File: src/rtl/rr_mux16_pkg.sv
// Shared constants and types for the round-robin mux16 arbiter.
package rr_mux16_pkg;
    localparam int NREQ   = 16;
    localparam int SEL_W  = 4;
    localparam int HOLD_W = 4;

    typedef enum logic [0:0] {
        IDLE = 1'b0,
        BUSY = 1'b1
    } state_e;
endpackage

File: src/rtl/mux16.sv
// 16:1 single-bit selector driven by the arbiter select.
module mux16 (
    input  logic [15:0] din,
    input  logic [3:0]  sel,
    output logic        dout
);
    assign dout = din[sel];
endmodule

File: src/rtl/rr_pick16.sv
// Rotating-priority picker: first requester at or after ptr, wrapping,
// optionally skipping one masked index.
import rr_mux16_pkg::*;

module rr_pick16 (
    input  logic [NREQ-1:0]  req,
    input  logic [SEL_W-1:0] mask_idx,
    input  logic             use_mask,
    input  logic [SEL_W-1:0] ptr,
    output logic [SEL_W-1:0] idx,
    output logic             found
);
    logic [SEL_W-1:0] cand;

    always_comb begin
        idx   = '0;
        found = 1'b0;
        cand  = '0;
        for (int k = 0; k < NREQ; k++) begin
            cand = ptr + SEL_W'(k);
            if (!found && req[cand] && !(use_mask && cand == mask_idx)) begin
                found = 1'b1;
                idx   = cand;
            end
        end
    end
endmodule

File: src/rtl/rr_mux16_arbiter.sv
// Round-robin owner of the mux16 select with a per-grant hold limit
// and a registered data bit.
import rr_mux16_pkg::*;

module rr_mux16_arbiter #(
    parameter int MAX_HOLD = 8
) (
    input  logic             clk,
    input  logic             rst,
    input  logic [NREQ-1:0]  req,
    input  logic [NREQ-1:0]  din,
    output logic [NREQ-1:0]  gnt,
    output logic             gnt_valid,
    output logic [SEL_W-1:0] sel,
    output logic             dout,
    output logic             dout_valid
);
    localparam logic [HOLD_W-1:0] HOLD_MAX = HOLD_W'(MAX_HOLD);

    state_e            state_q, state_d;
    logic [SEL_W-1:0]  ptr_q, ptr_d;
    logic [SEL_W-1:0]  owner_q, owner_d;
    logic [SEL_W-1:0]  sel_q, sel_d;
    logic [HOLD_W-1:0] hold_q, hold_d;
    logic [NREQ-1:0]   gnt_q, gnt_d;
    logic              dout_q, dout_vld_q;

    logic [SEL_W-1:0]  pick_ptr, pick_idx;
    logic              pick_found, busy, mux_bit;

    assign busy     = (state_q == BUSY);
    // In BUSY the search always restarts just past the owner.
    assign pick_ptr = busy ? owner_q + 4'd1 : ptr_q;

    rr_pick16 u_pick (
        .req      (req),
        .mask_idx (owner_q),
        .use_mask (busy),
        .ptr      (pick_ptr),
        .idx      (pick_idx),
        .found    (pick_found)
    );

    mux16 u_mux (
        .din  (din),
        .sel  (sel_q),
        .dout (mux_bit)
    );

    always_comb begin
        state_d = state_q;
        ptr_d   = ptr_q;
        owner_d = owner_q;
        sel_d   = sel_q;
        hold_d  = hold_q;
        gnt_d   = gnt_q;
        unique case (state_q)
            IDLE: begin
                if (pick_found) begin
                    state_d = BUSY;
                    owner_d = pick_idx;
                    sel_d   = pick_idx;
                    gnt_d   = NREQ'(1) << pick_idx;
                    hold_d  = 4'd1;
                end
            end
            BUSY: begin
                if (!req[owner_q] || (hold_q == HOLD_MAX && pick_found)) begin
                    ptr_d = owner_q + 4'd1;
                    if (pick_found) begin
                        owner_d = pick_idx;
                        sel_d   = pick_idx;
                        gnt_d   = NREQ'(1) << pick_idx;
                        hold_d  = 4'd1;
                    end else begin
                        state_d = IDLE;
                        gnt_d   = '0;
                    end
                end else if (hold_q != HOLD_MAX) begin
                    hold_d = hold_q + 4'd1;
                end
            end
            default: begin
                state_d = IDLE;
                gnt_d   = '0;
            end
        endcase
    end

    always_ff @(posedge clk) begin
        if (rst) begin
            state_q    <= IDLE;
            ptr_q      <= '0;
            owner_q    <= '0;
            sel_q      <= '0;
            hold_q     <= '0;
            gnt_q      <= '0;
            dout_q     <= 1'b0;
            dout_vld_q <= 1'b0;
        end else begin
            state_q    <= state_d;
            ptr_q      <= ptr_d;
            owner_q    <= owner_d;
            sel_q      <= sel_d;
            hold_q     <= hold_d;
            gnt_q      <= gnt_d;
            dout_q     <= gnt_valid ? mux_bit : 1'b0;
            dout_vld_q <= gnt_valid;
        end
    end

    assign gnt        = gnt_q;
    assign gnt_valid  = |gnt_q;
    assign sel        = sel_q;
    assign dout       = dout_q;
    assign dout_valid = dout_vld_q;
endmodule
File: config.mk
export PLATFORM = sky130hd
export DESIGN_NAME = rr_mux16_arbiter
export DESIGN_NICKNAME = d
export VERILOG_FILES = /design/src/rtl/rr_mux16_pkg.sv /design/src/rtl/mux16.sv /design/src/rtl/rr_pick16.sv /design/src/rtl/rr_mux16_arbiter.sv
export SDC_FILE = /design/constraint.sdc
export NUM_CORES = 1
export LEC_CHECK = 0
export CAP_MARGIN = 10
export CORE_MARGIN = 5
export CORE_UTILIZATION = 52
export DETAILED_ROUTE_END_ITERATION = 6
export PLACE_DENSITY = 0.9
export SLEW_MARGIN = 5
export SYNTH_ARGS = -nofsm -noshare
export SYNTH_HDL_FRONTEND = slang
export SYNTH_SLANG_ARGS = --single-unit
File: constraint.sdc
create_clock -name clk -period 5.05 [get_ports clk]
set_clock_uncertainty 0.1 [all_clocks]
set_input_delay 1.2625 -clock clk [delete_from_list [all_inputs] [get_ports clk]]
set_output_delay 1.2625 -clock clk [all_outputs]
set_load 0.05 [all_outputs]
==> results of run 1 <==
==> state kept, by name, indices dropped and copies added, names as in the netlist <==
signal,cells
busy,1
dout,1
dout_valid,1
gnt,16
hold_q,4
owner_q,4
ptr_q,4
==> metal layers <==
layer	share of wire, %	track usage, %	vias to the layer above	wire length, µm
li1	-	-	2240	-
met1	39	39.8	2465	6200
met2	47	50.1	361	7520
met3	9.9	4.55	63	1580
met4	3.8	13.2	0	607
met5	0	0	-	0
==> worst min path at each step <==
stage                           to  cells after the start
after floorplan           ptr_q[1]                      2
after global placement    ptr_q[1]                      2
after detailed placement  ptr_q[1]                      2
after CTS                 ptr_q[1]                      2
after global routing      ptr_q[1]                      2
final                     ptr_q[1]                      2
==> cells by family (layout without fill, tap and decap cells) <==
family                   Yosys count  count (layout)  share of synthesized area, %
XOR/XNOR                          17              17                          5.11
AND/OR/NAND/NOR                  193             193                          23.9
multiplexers                      68              68                          24.5
AO/OA/AOI/OAI                    142             142                          24.8
buffers and inverters             38             166                          4.47
adder cells (fa/ha/maj)           10              10                          2.89
flip-flops                        31              31                          14.3
==> final cells by class <==
class | count | share of cell area, %
clock buffer | 6 | 1.44
sequential | 31 | 10.9
timing repair buffer | 148 | 21.8
tap | 105 | 2.29
inverter | 10 | 0.699
clock inverter | 2 | 0.612
multi-input combinational | 430 | 62.2
==> layout by cell type (no fill, tap or decap), types with 4 or more instances in the layout <==
master,instances
xnor2_1,7
o31ai_1,4
o211ai_1,6
nor2b_1,5
nor4_1,9
clkdlybuf4s50_1,56
dfxtp_1,28
nand4_1,6
o21ai_0,18
a31oi_1,5
o21ai_1,5
a311oi_1,5
xor2_1,5
a21oi_1,27
o211a_1,4
or3_1,4
a21o_1,4
a211oi_1,6
nand2_1,46
nand3_1,26
mux2_2,10
or2_2,5
a32o_1,10
buf_4,92
nand2b_1,7
mux2i_1,23
nor3_1,19
inv_1,6
nor2_1,31
o32ai_1,5
and2_1,8
clkbuf_8,6
and3_1,4
mux4_2,27
ha_1,10
==> stage by stage <==
stage               cell area, µm²  setup TNS (ns)  std cells  hold WS [ns]
floorplan                     4340               0        499         0.336
global placement              5540          -0.228        720         0.343
detailed placement            5540           -2.86        720         0.358
CTS                           5660               0        728         0.368
global route                  5730        -0.00117        732         0.378
finish                        5730               0        732         0.378
==> cells in the mapped netlist (all sizes together), types with 8 or more instances <==
library cell | instances | share of area (%)
nor2 | 34 | 3.5
a21oi | 27 | 3.1
nor4 | 10 | 1.8
dfxtp | 31 | 14
o21ai | 23 | 2.7
mux2i | 28 | 6.8
mux4 | 27 | 14
buf | 17 | 2.6
mux2 | 13 | 3.6
inv | 9 | 0.84
ha | 10 | 2.9
nor3 | 22 | 2.8
xnor2 | 10 | 3.1
a32o | 10 | 2.3
and2 | 8 | 1.2
nand2 | 48 | 4.5
clkbuf | 11 | 0.95
nand3 | 26 | 3.0
==> worst max-delay path, delay by kind of cell <==
family,cells,cell delay [ns]
AND/OR/NAND/NOR,3,0.95
buffers and inverters,2,0.71
AO/OA/AOI/OAI,4,0.89
multiplexers,3,1.29
==> repair_timing <==
item                       4_1_cts  5_1_grt
setup buffers                    0        4
resized for setup                0        8
setup endpoints to repair        0       18
==> impl_metrics.ini, run 1 <==
[run]
drv_cap = 0

[setup_path]
required_ns = 5.19
end_kind = flip-flop
critPathMaxStageDelay_ns = 0.58
cp_max_fo = 8
critPathKind = primary input to flip-flop
r2r-end = gnt[9]
crit_start = req[10]
r2r_cells = 17
cpMostUsedCell = mux4_2
cpMaxStageDelayCell = or4b_4
path_cells = clkdlybuf4s50_1, mux4_2, mux2i_4, nand2_1, mux4_2, or4b_4, buf_4, nor3_1, o32ai_2, o21a_1, a211oi_2, a32o_1
timing.rr.start = owner_q[1]
regToRegSetupSlack_ns = 0.27
worstPathArrival_ns = 5.10
start_kind = primary input
cp-endpoint = gnt[9]

[global_routing]
grt_pass1_wl_um = 24800
grt_start_max_net_pins = 20
grt_pass1_vias = 4928
antenna_found_initial = 0
grt_use_total_pct = 30.5
overflow = 0

[floorplanning]
die_w_um = 101
start_util_pct = 53.0
coreArea_um2 = 8180
fp.dieArea_um2 = 10300
io_pins = 57
core.rowCount = 33
fp.dieH_um = 101

[clock_network]
clockRootBuffer = clkbuf_8
clkLatencyLatePin_ns = 0.29
cts_hold_buf = 0
numCtsBuffers = 5
cts.sinks = 31
cts_tree = yes
cts_buffer_depth = 2
htreeDepth = 2
clk_pin_slew_worst_paths_ns = 0.07

[yosys]
avgSynthCellArea_um2 = 8.69
ys.warnings.count = 0
synthArstFlopShare_pct = 0
syn_inst = 499
ys_ff_latch = 31
post_synth_num_cell_types = 86
synth_area_um2 = 4340
seq_area_frac_synth_pct = 14.3
synth_edf_count = 0
synth_nets = 543
synthFlopType = dfxtp_1

[routing]
wl_per_cell_um = 21.7
finalWirelength_um = 15900
antenna_left = 0
vias = 5129
drt-vias-per-instance = 7.01
first_pass_iters = 5
drt_iter0_drc = 560
drc = 0

[layout]
nNetsFinal = 670
antenna_cells = 0
register_area_um2 = 624
area_growth_pct = 32.1
multi_input_area_um2 = 3560
nFillCells = 598
drive_above_1_share_pct = 28.7
final_util_pct = 70.0

[sta]
period_needed_ns = 4.96
worstMarginPinSlew_ns = 0.789
worst_slack_ns = 0.0866
finalSetupViolCount = 0
min_period_over_period_pct = 98.3
timing.final.max_slew_violations = 0
relSlewSlack_pct = 47.2
finalHoldViolations = 0
fmax_ghz = 0.201

[placed_design]
dp_hpwl_um = 12500
dp_slack_ns = -0.224
place_congestion = 1.02
io_buffers = 56

[run_status]
status = finished clean

[worst_hold_path]
timing.hold.worst.class = flip-flop to flip-flop
hp-start = ptr_q[1]
Power of run 1 is left out: the tool's default activity adds up to more than one toggle a clock period on the data nets, which glitch-free logic cannot reach.
==> run 2: changes to the inputs <==
--- a/config.mk
+++ b/config.mk
@@ -5,11 +5,13 @@
 export SDC_FILE = /design/constraint.sdc
 export NUM_CORES = 1
 export LEC_CHECK = 0
+export ABC_AREA = 1
 export CAP_MARGIN = 10
 export CORE_MARGIN = 5
-export CORE_UTILIZATION = 52
+export CORE_UTILIZATION = 51
 export DETAILED_ROUTE_END_ITERATION = 6
 export PLACE_DENSITY = 0.9
+export RECOVER_POWER = 100
 export SLEW_MARGIN = 5
 export SYNTH_ARGS = -nofsm -noshare
 export SYNTH_HDL_FRONTEND = slang
==> impl_metrics.ini, run 2 <==
[clock_network]
numCtsBuffers = 5
clk_pin_slew_worst_paths_ns = 0.07
cts_setup_buffers = 0
cts_hold_buf = 0
clockRootBuffer = clkbuf_8
clkLatencyLatePin_ns = 0.29
post_cts_resized = 0
htreeDepth = 2
cts_tree = yes
cts_buffer_depth = 2
cts.sinks = 31

[setup_path]
end_kind = flip-flop
required_ns = 5.15
worstPathArrival_ns = 4.83
start_kind = flip-flop
critPathKind = flip-flop to flip-flop
cp_max_fo = 18

[placed_design]
io_buffers = 56
dp_hpwl_um = 10000
place_congestion = 1.00
placedCellCount = 819

[run]
drv_cap = 0

[layout]
final_common_cell = nand2_1
drive_above_1_share_pct = 9.07
nNetsFinal = 771
layout_common_cells = 207 x nand2_1, 106 x nand3_1, 85 x nor2_1, 53 x inv_1, 32 x clkdlybuf4s50_1
largest_reg_flops = 16
stdcell_count = 827
antenna_cells = 0
area_growth_pct = 18.8

[global_routing]
grt_start_max_net_pins = 25
grt_pass1_vias = 4551
grt_use_total_pct = 26.4
grt_pass1_wl_um = 21300
antenna_found_initial = 0
overflow = 0

[yosys]
synth_area_um2 = 3860
ys_ff_latch = 31
synth_common_cells = 207 x nand2_1, 106 x nand3_1, 85 x nor2_1
synth_edf_count = 0
seq_area_frac_synth_pct = 16.1
syn_inst = 674
synthFlopType = dfxtp_1
ys.warnings.count = 0
post_synth_num_cell_types = 47
avgSynthCellArea_um2 = 5.73
synthArstFlopShare_pct = 0
yosysTopAreaCell = nand2_1
synth_nets = 718
synthMostInstantiatedCell = nand2_1
synth_top_area_share_pct = 20.1
yosys-top-cells-area = nand2_1 20%, dfxtp_1 16%, nand3_1 14%

[sta]
finalSetupViolCount = 0
relSlewSlack_pct = 35.0
tns_ns = 0
period_needed_ns = 4.73
timing.final.max_slew_violations = 0
rsz0062_at_grt = no
worstMarginPinSlew_ns = 0.972
min_period_over_period_pct = 93.6
fmax_ghz = 0.212
finalHoldViolations = 0

[floorplanning]
fp.dieArea_um2 = 9420
die_w_um = 97.1
io_pins = 57
fp.dieH_um = 97.1
core.rowCount = 31
coreArea_um2 = 7330
start_util_pct = 52.7

[routing]
drt-vias-per-instance = 5.90
antenna_left = 0
first_pass_iters = 5
wl_per_cell_um = 15.7
drt_iter0_drc = 529
finalWirelength_um = 13000
vias = 4876
drc = 0

[pwr]
total_power_uw = 3570
irDropWorstVdd_mv = 0.735
leakagePower_uw = 0.00219
cellPowerDensity_nw_per_um2 = 778

[worst_hold_path]
timing.hold.worst.class = flip-flop to flip-flop

[run_status]
status = finished clean
[run 2: critical path: stages, from the launching register on]
cell and delay, ns:
dfxtp_1 0.41, inv_2 0.30, nand2_2 0.13, nand2_4 0.09, inv_1 0.07, ha_1 0.43
inv_1 0.37, nand3_1 0.14, nand2_1 0.13, nand2_1 0.08, nand3_1 0.09, nand2_1 0.12
a21oi_4 0.28, nand4_4 0.14, nor2_4 0.19, nand4_4 0.14, nor3_4 0.23, nand4_2 0.17
nor2_4 0.18, nand2_4 0.10, nand2_4 0.07, nand3_2 0.16, o21ai_4 0.23, nand2_1 0.11
a21oi_1 0.18
[run 2: per-layer routing]
metal  global-route usage, %  vias up  wire (µm)
met5                       0        -          0
met4                    10.3        0        468
met2                    44.5      277       5990
li1                        -     2341          -
met3                    2.37       44       1030
met1                    34.7     2214       5500
[run 2: kinds of logic (layout without fill, tap and decap cells)]
| group | after synthesis | after routing | synth area share [%] |
|---|---|---|---|
| flops | 31 | 31 | 16.1 |
| fa+ha+maj | 10 | 10 | 3.24 |
| compound gates | 87 | 87 | 14.1 |
| simple gates | 455 | 455 | 54.2 |
| buf+inv | 79 | 133 | 9.19 |
| xor+xnor | 12 | 12 | 3.30 |
[run 2: metrics by stage]
stage / worst slack, ns / hold slack, ns / util (%) / cell area [µm²]
detailed placement: 0.422 / 0.372 / 61.3 / 4490
CTS: 0.481 / 0.382 / 62.7 / 4600
global placement: 0.543 / 0.357 / 61.3 / 4490
floorplan: 0.507 / 0.343 / - / 3860
finish: 0.324 / 0.380 / 62.6 / 4590
global route: 0.0214 / 0.417 / 62.6 / 4590
[run 2: power by group]
group,internal (µW),switching [µW]
combinational,855,2130
clock,124,98.4
sequential,306,57.0
total,1280,2290
[run 2: worst paths after layout]
| kind | from | slack, ns | cells past startpoint | end |
|---|---|---|---|---|
| max | owner_q[0] | 0.32 | 24 | gnt[9] |
| min | gnt[10] | 0.38 | 2 | gnt[10] |
| max reg2reg | owner_q[0] | 0.32 | 24 | gnt[9] |
| min reg2reg | gnt[10] | 0.38 | 2 | gnt[10] |
[run 2: area by class of cell]
cell class                 instances  area (µm²)
clock inverter                     1        7.51
multi-input combinational        564        2880
timing repair buffer              67         643
clock buffer                       7        96.3
inverter                          58         218
sequential                        31         621
fill                             677        2740
tap                               99         124
No activity file was read; power rests on OpenSTA's default activity.
==> RTL edit (settings of run 1) <==
Reset style: asynchronous (`rst`), changed in one clocked block.
--- a/src/rtl/rr_mux16_arbiter.sv
+++ b/src/rtl/rr_mux16_arbiter.sv
@@ -89,3 +89,3 @@
 
-    always_ff @(posedge clk) begin
+    always_ff @(posedge clk or posedge rst) begin
         if (rst) begin
Check against the original RTL: differs if rst is asserted again (counterexample within 4 cycles, from zero or initial values and one cycle with rst high); with rst held inactive, the same outputs for 4 cycles.
==> RTL edit against run 1 <==
The run now ends with design-rule violations left. First-iteration DRC count grew 11%. Sequential cell count unchanged. Setup slack better by 0.088 ns. Utilization decreased by 3.4 points. Register-to-register slack lost 0.095 ns. Fmax is 1.8% higher. Routed wire length is 10% lower. Synthesized area is 0.89% lower. Sequential share of layout area is 3.5 points higher. Cell area shrank 5.3%. Critical path type is now register to register. Largest cell class unchanged.
Power is not shown: default switching activity piles up to over one toggle a cycle in this logic, so the estimate is an artifact.
==> RTL edit: results (changes against run 1) <==
** Synth
- Biggest area contributors in the synthesized netlist :: sky130_fd_sc_hd__dfrtp_1 (18%), sky130_fd_sc_hd__mux4_2 (9.4%), sky130_fd_sc_hd__mux2i_1 (7.0%), sky130_fd_sc_hd__nand2_1 (4.5%), sky130_fd_sc_hd__nor2_1 (3.7%)
- The post-synthesis cell type count came to 81 (-5.8%).
- Proportion of synthesized area in mux cells :: 21.8% (-2.7 points)
- Share of flip-flops with an asynchronous set or reset :: 100% (+100 points)
- Post-Synthesis Net Count :: 544 (+0.18%)
- Primary FF master, synth :: sky130_fd_sc_hd__dfrtp_1
- Adder-cell share of the synthesized area :: 2.91% (+0.026 points)
- Post-synth top cells :: sky130_fd_sc_hd__nand2_1 (52), sky130_fd_sc_hd__nor2_1 (42), sky130_fd_sc_hd__dfrtp_1 (31)

** Worst hold path
- Startpoint of the worst hold path :: gnt[2]$_DFFE_PP0P_
- For hold timing, the worst endpoint is gnt[2]$_DFFE_PP0P_.

** Place
- The post-detailed-placement half-perimeter wirelength is 10.9 mm (-13%).
- Routability congestion estimate from global placement :: 1.10 (+8.6%)

** Global route
- The met2 usage in global routing is 47.5% (-2.6 points).
- The total routing resource utilization after global routing came to 27.6% (-2.9 points).
- GRT met3 Usage :: 5.88% (+1.3 points)
- Met1 usage in global routing :: 32.5% (-7.3 points)
- The via count of the first global-routing pass was 4,760 (-3.4%).

** Cells and area
- Seq area share :: 14.4% (+3.5 points)
- The count of filler cells inserted in the layout was 620 (+3.7%).
- The total area of multi-input combinational cells was 0.00340 mm^2 (-4.5%).
- Synthesis-to-finish area growth :: 26.1%
- The count of buffers not belonging to the clock network in the layout is 103 (-30%).
- Number of nets in the finished design :: 626 (-6.6%)
- Clock-cell share :: 2.17% (+0.12 points)
- Inverters, non-clock :: 15 (+5)

** Timing
- Tmin final :: 4.88 ns (-0.0883 ns)
- Hold slack final :: 0.407 ns (+0.0289 ns)
- The transition time at the pin with the least slew margin came to 0.739 ns (-0.0500 ns).

** Worst setup path
- Worst setup path endpoint :: gnt[7]$_DFFE_PP0P_
- The worst reg-to-reg path cell count was 13 (-4).
- Critical-path maximum fanout :: 9 (+1)
- Arr. time, crit path :: 4.96 ns (-0.14 ns)
- Tracing the worst setup path back leads to its startpoint at owner_q[0]$_DFFE_PP0P_.

** Route
- Iter 0 DRT Violations :: 622 (+11%)
- The number of vias per cell after detailed routing came to 6.95 (-0.84%).
- Met3 Routed Length :: 1.44 mm (-8.7%)
- Residual DRC count :: 25 (+25)
- Met2 WL post-DR :: 6.80 mm (-9.6%)

** Run status
- Violated checks :: design-rule violations
- The run finished, with violations left.

** Clock network
- The count of instances resized after the clock tree is built came to 2 (+2).
==> RTL edit: cell types whose count changed after synthesis, sizes merged, moves of 7 or more <==
cell	run 1	this run
mux4	27	18
nor2b	5	14
mux2i	28	35
o211ai	7	14
dfrtp	0	31
o31ai	7	16
nor2	34	42
nor3	22	6
dfxtp	31	0
a32o	10	2
==> RTL edit: worst max-delay path, stage by stage (launching register included) <==
cell and delay (ns):
sky130_fd_sc_hd__dfrtp_2 0.41, sky130_fd_sc_hd__ha_1 0.32, sky130_fd_sc_hd__xnor2_2 0.23, sky130_fd_sc_hd__o21ai_2 0.27, sky130_fd_sc_hd__buf_4 0.22, sky130_fd_sc_hd__ha_2 0.35
sky130_fd_sc_hd__mux4_2 0.47, sky130_fd_sc_hd__mux2i_2 0.15, sky130_fd_sc_hd__or4_1 0.66, sky130_fd_sc_hd__nor3_1 0.27, sky130_fd_sc_hd__nand4_1 0.26, sky130_fd_sc_hd__or2_2 0.40
sky130_fd_sc_hd__o221a_4 0.32, sky130_fd_sc_hd__o41ai_2 0.34
